<file path="src/rtl/vram_arbiter_if.sv">
`default_nettype none
// +----------------------------------------------------------------------------+
// | vram_arbiter_if : video / CPU / single-port RAM signal bundle               |
// | Revision        : 1.0                                                       |
// +----------------------------------------------------------------------------+
interface vram_arbiter_if;
  logic        vid_req;
  logic [12:0] vid_addr;
  logic [7:0]  vid_data;
  logic        vid_valid;
  logic        vid_miss;

  logic        cpu_req;
  logic        cpu_we;
  logic [12:0] cpu_addr;
  logic [7:0]  cpu_wdata;
  logic [7:0]  cpu_rdata;
  logic        cpu_ack;
  logic        cpu_wait;

  logic [12:0] ram_addr;
  logic        ram_we;
  logic [7:0]  ram_wdata;
  logic [7:0]  ram_rdata;

  modport slave (
    input  vid_req, vid_addr, cpu_req, cpu_we, cpu_addr, cpu_wdata, ram_rdata,
    output vid_data, vid_valid, vid_miss, cpu_rdata, cpu_ack, cpu_wait,
           ram_addr, ram_we, ram_wdata
  );

  modport master (
    output vid_req, vid_addr, cpu_req, cpu_we, cpu_addr, cpu_wdata, ram_rdata,
    input  vid_data, vid_valid, vid_miss, cpu_rdata, cpu_ack, cpu_wait,
           ram_addr, ram_we, ram_wdata
  );
endinterface
`default_nettype wire

</file>
<file path="src/rtl/vram_arbiter.sv">
`default_nettype none
// +----------------------------------------------------------------------------+
// | vram_arbiter : shares one single-port VRAM between video fetch and CPU;     |
// |                video has priority, CPU is forced in after MAX_WAIT cycles.  |
// | Revision     : 1.0                                                          |
// +----------------------------------------------------------------------------+
module vram_arbiter #(
  parameter int MAX_WAIT = 15
) (
  input  logic          clk,
  input  logic          reset,
  vram_arbiter_if.slave bus
);

  localparam int c_CNT_W = ($clog2(MAX_WAIT + 1) < 4) ? 4 : $clog2(MAX_WAIT + 1);
  localparam logic [c_CNT_W-1:0] c_MAX = c_CNT_W'(MAX_WAIT);

  localparam logic [1:0] c_IDLE   = 2'd0;
  localparam logic [1:0] c_PEND   = 2'd1;
  localparam logic [1:0] c_ACCESS = 2'd2;
  localparam logic [1:0] c_ACK    = 2'd3;

  logic [1:0]         r_state;
  logic [1:0]         w_state_nxt;
  logic [c_CNT_W-1:0] r_wait_cnt;
  logic [12:0]        r_addr;
  logic               r_we;
  logic [7:0]         r_wdata;
  logic               r_vid_slot;
  logic               r_vid_valid;
  logic               r_vid_miss;
  logic [7:0]         r_vid_data;
  logic [7:0]         r_cpu_rdata;
  logic               w_in_access;

  assign w_in_access = (r_state == c_ACCESS);

  always_comb begin
    w_state_nxt = r_state;
    case (r_state)
      c_IDLE:   if (bus.cpu_req) w_state_nxt = c_PEND;
      c_PEND:   if (!bus.vid_req || (r_wait_cnt == c_MAX)) w_state_nxt = c_ACCESS;
      c_ACCESS: w_state_nxt = c_ACK;
      c_ACK:    w_state_nxt = c_IDLE;
      default:  w_state_nxt = c_IDLE;
    endcase
  end

  always_ff @(posedge clk or negedge reset) begin
    if (!reset) begin
      r_state    <= c_IDLE;
      r_wait_cnt <= '0;
      r_addr     <= '0;
      r_we       <= 1'b0;
      r_wdata    <= '0;
    end else begin
      r_state <= w_state_nxt;
      if ((r_state == c_IDLE) && bus.cpu_req) begin
        r_addr     <= bus.cpu_addr;
        r_we       <= bus.cpu_we;
        r_wdata    <= bus.cpu_wdata;
        r_wait_cnt <= '0;
      end else if ((r_state == c_PEND) && (w_state_nxt == c_PEND) && (r_wait_cnt != '1)) begin
        r_wait_cnt <= r_wait_cnt + c_CNT_W'(1);
      end
    end
  end

  // Synchronous RAM: data for an address shows on ram_rdata one cycle later,
  // so both the video return and the CPU read capture one cycle after their slot.
  always_ff @(posedge clk or negedge reset) begin
    if (!reset) begin
      r_vid_slot  <= 1'b0;
      r_vid_valid <= 1'b0;
      r_vid_miss  <= 1'b0;
      r_vid_data  <= '0;
      r_cpu_rdata <= '0;
    end else begin
      r_vid_slot  <= bus.vid_req && !w_in_access;
      r_vid_valid <= r_vid_slot;
      r_vid_miss  <= bus.vid_req && w_in_access;
      if (r_vid_slot) r_vid_data <= bus.ram_rdata;
      if ((r_state == c_ACK) && !r_we) r_cpu_rdata <= bus.ram_rdata;
    end
  end

  assign bus.ram_addr  = w_in_access ? r_addr : bus.vid_addr;
  assign bus.ram_we    = w_in_access && r_we;
  assign bus.ram_wdata = r_wdata;

  assign bus.vid_data  = r_vid_data;
  assign bus.vid_valid = r_vid_valid;
  assign bus.vid_miss  = r_vid_miss;
  assign bus.cpu_rdata = r_cpu_rdata;
  assign bus.cpu_ack   = (r_state == c_ACK);
  assign bus.cpu_wait  = bus.cpu_req && !bus.cpu_ack;

endmodule
`default_nettype wire

</file>
<file path="src/flat_wrapper.sv">
// flat-port wrapper written by rule: the top's interface ports become plain ports
module vram_arbiter_flat 
#(
  parameter int MAX_WAIT = 15
)
  (clk, reset, bus_vid_req, bus_vid_addr, bus_cpu_req, bus_cpu_we, bus_cpu_addr, bus_cpu_wdata, bus_ram_rdata, bus_vid_data, bus_vid_valid, bus_vid_miss, bus_cpu_rdata, bus_cpu_ack, bus_cpu_wait, bus_ram_addr, bus_ram_we, bus_ram_wdata);
  vram_arbiter_if bus_i ();
  input  logic clk;
  input  logic reset;
  input wire logic [$bits(bus_i.vid_req)-1:0] bus_vid_req;
  input wire logic [$bits(bus_i.vid_addr)-1:0] bus_vid_addr;
  input wire logic [$bits(bus_i.cpu_req)-1:0] bus_cpu_req;
  input wire logic [$bits(bus_i.cpu_we)-1:0] bus_cpu_we;
  input wire logic [$bits(bus_i.cpu_addr)-1:0] bus_cpu_addr;
  input wire logic [$bits(bus_i.cpu_wdata)-1:0] bus_cpu_wdata;
  input wire logic [$bits(bus_i.ram_rdata)-1:0] bus_ram_rdata;
  output wire logic [$bits(bus_i.vid_data)-1:0] bus_vid_data;
  output wire logic [$bits(bus_i.vid_valid)-1:0] bus_vid_valid;
  output wire logic [$bits(bus_i.vid_miss)-1:0] bus_vid_miss;
  output wire logic [$bits(bus_i.cpu_rdata)-1:0] bus_cpu_rdata;
  output wire logic [$bits(bus_i.cpu_ack)-1:0] bus_cpu_ack;
  output wire logic [$bits(bus_i.cpu_wait)-1:0] bus_cpu_wait;
  output wire logic [$bits(bus_i.ram_addr)-1:0] bus_ram_addr;
  output wire logic [$bits(bus_i.ram_we)-1:0] bus_ram_we;
  output wire logic [$bits(bus_i.ram_wdata)-1:0] bus_ram_wdata;
  assign bus_i.vid_req = bus_vid_req;
  assign bus_i.vid_addr = bus_vid_addr;
  assign bus_i.cpu_req = bus_cpu_req;
  assign bus_i.cpu_we = bus_cpu_we;
  assign bus_i.cpu_addr = bus_cpu_addr;
  assign bus_i.cpu_wdata = bus_cpu_wdata;
  assign bus_i.ram_rdata = bus_ram_rdata;
  assign bus_vid_data = bus_i.vid_data;
  assign bus_vid_valid = bus_i.vid_valid;
  assign bus_vid_miss = bus_i.vid_miss;
  assign bus_cpu_rdata = bus_i.cpu_rdata;
  assign bus_cpu_ack = bus_i.cpu_ack;
  assign bus_cpu_wait = bus_i.cpu_wait;
  assign bus_ram_addr = bus_i.ram_addr;
  assign bus_ram_we = bus_i.ram_we;
  assign bus_ram_wdata = bus_i.ram_wdata;
  vram_arbiter #(.MAX_WAIT(MAX_WAIT)) u_core (.clk(clk), .reset(reset), .bus(bus_i));
endmodule
</file>
<file path="config.mk">
export PLATFORM = sky130hd
export DESIGN_NAME = vram_arbiter_flat
export DESIGN_NICKNAME = d
export VERILOG_FILES = /design/src/rtl/vram_arbiter_if.sv /design/src/rtl/vram_arbiter.sv /design/src/flat_wrapper.sv
export SDC_FILE = /design/constraint.sdc
export NUM_CORES = 1
export LEC_CHECK = 0
export CAP_MARGIN = 20
export CORE_UTILIZATION = 42
export CTS_BUF_LIST = sky130_fd_sc_hd__clkbuf_8 sky130_fd_sc_hd__clkbuf_16
export CTS_CLUSTER_DIAMETER = 30
export DETAILED_ROUTE_END_ITERATION = 16
export HOLD_SLACK_MARGIN = 0.05
export PLACE_DENSITY = 0.91
export SLEW_MARGIN = 25
export SYNTH_ARGS = -nofsm -noshare
export SYNTH_HDL_FRONTEND = slang
export SYNTH_SLANG_ARGS = --single-unit
</file>
<file path="constraint.sdc">
create_clock -name clk -period 1.44 [get_ports clk]
set_input_delay 0.216 -clock clk [delete_from_list [all_inputs] [get_ports clk]]
set_output_delay 0.216 -clock clk [all_outputs]
set_load 0.01 [all_outputs]
</file>
-- Word level (Yosys, flattened, before mapping)
Cells that the tools add are included.
- flip-flop bits (word level): 47
- bits of input ports: 47
- output and inout port bits: 42
- logic and storage cells: 38
- $add $sub $neg: 1
- equal/unequal tests: 6
- multiplexer cells: 6
- reductions and logical operators: 15
- operators by type and width (operator ; number):
    two-way mux 13 bit ; 1
    logical AND 1 bit ; 8
    two-way mux 4 bit ; 2
    case mux 2 bit (4 select lines) ; 1
    adder 4 x 1 -> 4 bit, second input constant ; 1
    == test 2 x 1 -> 1 bit, second input constant ; 2
    == test 2 bit, second input constant ; 2
    == test 4 bit, second input constant ; 1
    logical NOT 1 bit ; 4
    two-way mux 2 bit ; 2
    != test 4 bit, second input constant ; 1
    logical NOT 2 bit ; 1
    nonzero test 2 bit ; 1
    logical OR 1 bit ; 1

-- Logic depth before layout (Yosys ltp)
- depth after elaboration: 9
- gate-level depth with buffers: 5
- depth with buffers taken out: 4

-- Worst setup path after synthesis
No wires, ideal clock.
- kind: reg2out
- start point: register u_core.r_state[1]
- end point: output bus_ram_addr[6]
- arrival: 1.182 ns
- path slack: 0.042 ns
- stages on the path, launching flop included: 5
- buffers on the path: 2
- cell sequence: dfrtp_1 nor2b_1 buf_4 buf_6 mux2_1
- word-level cells in the longest chain between the ends: 2
- RTL lines (item ; line ; source):
    start: declaration ; vram_arbiter.sv:23 ; logic [1:0] r_state;
    start signal: assignment ; vram_arbiter.sv:51 ; r_state <= c_IDLE;
    start signal: assignment ; vram_arbiter.sv:57 ; r_state <= w_state_nxt;
    == test 2 bit ; vram_arbiter.sv:36 ; assign w_in_access = (r_state == c_ACCESS);
    two-way mux 13 bit ; vram_arbiter.sv:87 ; assign bus.ram_addr = w_in_access ? r_addr : bus.vid_addr;
    end: declaration ; flat_wrapper.sv:23 ; output wire logic [$bits(bus_i.ram_addr)-1:0] bus_ram_addr;
Every way passes these cells.

-- Worst setup path in the final report
- start point: register u_core.r_state[0]
- end point: output bus_ram_addr[8]
The elaborated chain is that of the path after synthesis.

==> impl_metrics.py <==
metrics = {
    "worst_setup_path": {
        "crit_fanout": 7,
        "crit_type": "reg2out",
        "crit_path_end_kind": "output port",
        "crit_path_start_kind": "register",
        "crit_arrival_ps": 1580,
        "critPathRequiredTime_ps": 1220,
    },
    "cts": {
        "cts.clk_slew.worst_paths_ps": 90,
        "cts_root_buffer": "clkbuf_8",
        "clock-sinks": 47,
        "cts_made_buffers": 5,
        "h-tree-depth": 2,
        "cts_tree": "done",
        "clk_path_buf_depth": 2,
        "clkLatencyLatePin_ps": 310,
    },
    "logic_synthesis": {
        "synthTopCellsByCount": "67 x nand2_1, 47 x dfrtp_1, 20 x mux2_2",
        "synth_top_area_cell": "dfrtp_1",
        "syn-num-nets": 229,
        "syn_area_per_cell_um2": 11.37,
        "synthesis.area_um2": 2058,
        "synth_seq_cells": 47,
        "yosysSeqAreaShare_pct": 57.14,
        "synthFlopType": "dfrtp_1",
        "synth_cell_types": 28,
        "syn_inst": 181,
        "yosysMostFrequentCell": "nand2_1",
        "synth-edff-count": 0,
        "synth_top_area_share_pct": 57.14,
        "ys_warn_count": 0,
        "synth_area_leaders": "dfrtp_1 57%, nand2_1 12%, mux2_2 11%, mux2_4 5.8%, buf_6 2.2%",
        "async_flop_share_pct": 100.0,
    },
    "global_routing": {
        "grt_overflow": 0,
        "grt_pass1_wl_mm": 8.238,
        "grtUsageTotal_pct": 20.98,
        "grt_max_degree": 48,
        "antenna_found_initial": 0,
        "grt_pass1_vias": 1777,
    },
    "sta": {
        "worst_slew_pin_slew_ps": 363.5,
        "final.period_utilization_pct": 124.4,
        "fmax_mhz": 558.1,
        "slew_violations": 0,
        "period_minus_slack_ps": 1792,
        "hold_viol": 0,
        "skew_ps": 8.369,
        "final-setup-viol-count": 50,
        "setup_ws_ps": -351.8,
        "hold_slack_ps": 418.6,
        "slew_headroom_pct": 75.76,
        "rsz0062_at_grt": "yes",
    },
    "layout": {
        "synthToLayoutAreaGrowth_pct": 68.63,
        "diodes": 0,
        "nNetsFinal": 341,
        "final_core_util_pct": 73.48,
        "drive_gt1_share_pct": 31.29,
    },
    "power": {
        "pwr-share-seq_pct": 34.9,
        "power.density_nw_per_um2": 1850,
        "switching_share_pct": 32.39,
        "p_comb_share_pct": 49.2,
        "p_leak_uw": 0.001827,
        "ir_drop_mv": 0.9531,
        "p_sw_uw": 2079,
        "pwr-share-clk_pct": 15.9,
        "p_int_uw": 4341,
    },
    "floorplanning": {
        "row_count": 25,
        "io-pin-count": 89,
        "die_x_um": 72.01,
        "initial_utilization_pct": 43.58,
        "die_area_um2": 5185,
        "coreArea_um2": 4723,
        "fp.dieH_um": 72.01,
    },
    "detailed_routing": {
        "ant_nets": 0,
        "drt_wl_total_mm": 5.308,
        "first_iter_violations": 55,
        "drtPass1Iterations": 4,
        "drc": 0,
        "route.vias.total": 1751,
        "viasPerCell": 4.850,
        "wire_per_inst_um": 14.70,
    },
    "placement": {
        "port_buffers": 88,
        "dpl.hpwl_mm": 3.511,
        "place.gp.congestion": 0.7807,
    },
    "run_status": {
        "violations": "negative setup slack",
        "status": "finished with violations",
    },
    "job": {
        "cap_violations": 0,
    },
    "min_path": {
        "min_path_type": "in2async",
    },
}
registers in the layout, indices dropped and copies added (netlist names):
register / count
u_core.r_wait_cnt: 4
u_core.bus.ram_wdata: 8
u_core.r_vid_slot: 1
u_core.bus.vid_data: 8
u_core.r_state: 2
u_core.bus.cpu_rdata: 8
u_core.r_we: 1
u_core.bus.vid_miss: 1
u_core.bus.vid_valid: 1
u_core.r_addr: 13
worst max-delay path, stage by stage (launching register included):
cell and delay (ps):
dfrtp_1 420, nor2b_4 160, buf_6 160, buf_6 110, mux2_4 290, buf_6 120
layer usage:
metal	track usage (%)	vias up	wire length [um]
met2	38.57	83	2806
met5	0	-	0
met3	5.972	9	341
li1	-	820	-
met1	22.93	839	2082
met4	7.843	0	78
through the flow:
stage | power, uW | setup WS, ps | TNS, ps | cells | cell area [um2]
6_report | 6421 | -351.8 | -13550 | 361 | 3471
5_1_grt | 6813 | -402.3 | -15520 | 361 | 3471
4_1_cts | 6283 | -339.8 | -9167 | 360 | 3327
3_5_place_dp | 4990 | -380.2 | -10640 | 342 | 3084
3_3_place_gp | 4859 | -316.3 | -9387 | 342 | 3084
2_1_floorplan | 3572 | 42.47 | 0 | 181 | 2058
worst paths after layout:
check	depth (start not counted)	slack (ps)	endpoint	from
worst min-delay path	3	420	u_core.r_wait_cnt[2]	reset
worst min register to register	2	470	u_core.bus.ram_wdata[0]	u_core.bus.ram_wdata[0]
worst max-delay path	5	-350	bus_ram_addr[8]	u_core.r_state[0]
worst max register to register	8	-320	u_core.r_wait_cnt[2]	u_core.r_state[0]
min in group clk	3	430	u_core.r_addr[1]	bus_cpu_addr[1]
max in group asynchronous	3	800	u_core.bus.vid_valid	reset
kinds of logic (layout without fill, tap and decap cells):
kind of cell	count (synthesis)	after routing	synth area share, %
simple gates	85	85	18.12
flops	47	47	57.14
mux	30	30	17.81
compound gates	9	9	2.857
buf+inv	9	122	3.465
fa+ha+maj	1	1	0.6078
power groups by stage:
| stage | logic [uW] | registers [uW] | clock network, uW |
|---|---|---|---|
| 2_1_floorplan | 1250 | 2330 | 0 |
| 3_3_place_gp | 2650 | 2210 | 0 |
| 3_5_place_dp | 2750 | 2240 | 0 |
| 4_1_cts | 3010 | 2230 | 1040 |
| 5_1_grt | 3400 | 2320 | 1100 |
| 6_report | 3160 | 2240 | 1020 |
final cells by class:
type | count | area [um2]
sequential | 47 | 1176
clock inverter | 2 | 38.79
clock buffer | 6 | 82.58
multi-input combinational | 125 | 895.9
fill | 305 | 1252
tap | 67 | 83.83
timing repair buffer | 114 | 1194
timing repair:
item	4_1_cts	5_1_grt
resized for setup	99	46
pin swaps	1	4
hold buffers	1	0
endpoints found under the setup margin	52	68
buffers inserted	7	3
hold endpoints to repair	47	0
cloned	2	1
cell usage in the layout, fill, tap and decap left out, drive strengths merged, types with 2 or more instances in the layout:
| master | n |
|---|---|
| a21oi | 2 |
| and2 | 3 |
| buf | 42 |
| clkbuf | 6 |
| clkdlybuf4s50 | 48 |
| dfrtp | 47 |
| dlygate4sd2 | 5 |
| dlymetal6s2s | 18 |
| mux2 | 29 |
| nand2 | 67 |
| nand2b | 2 |
| nand3 | 4 |
| nor2b | 3 |
| o21ai | 2 |
| o31ai | 2 |
(Power assumes the default switching activity.)
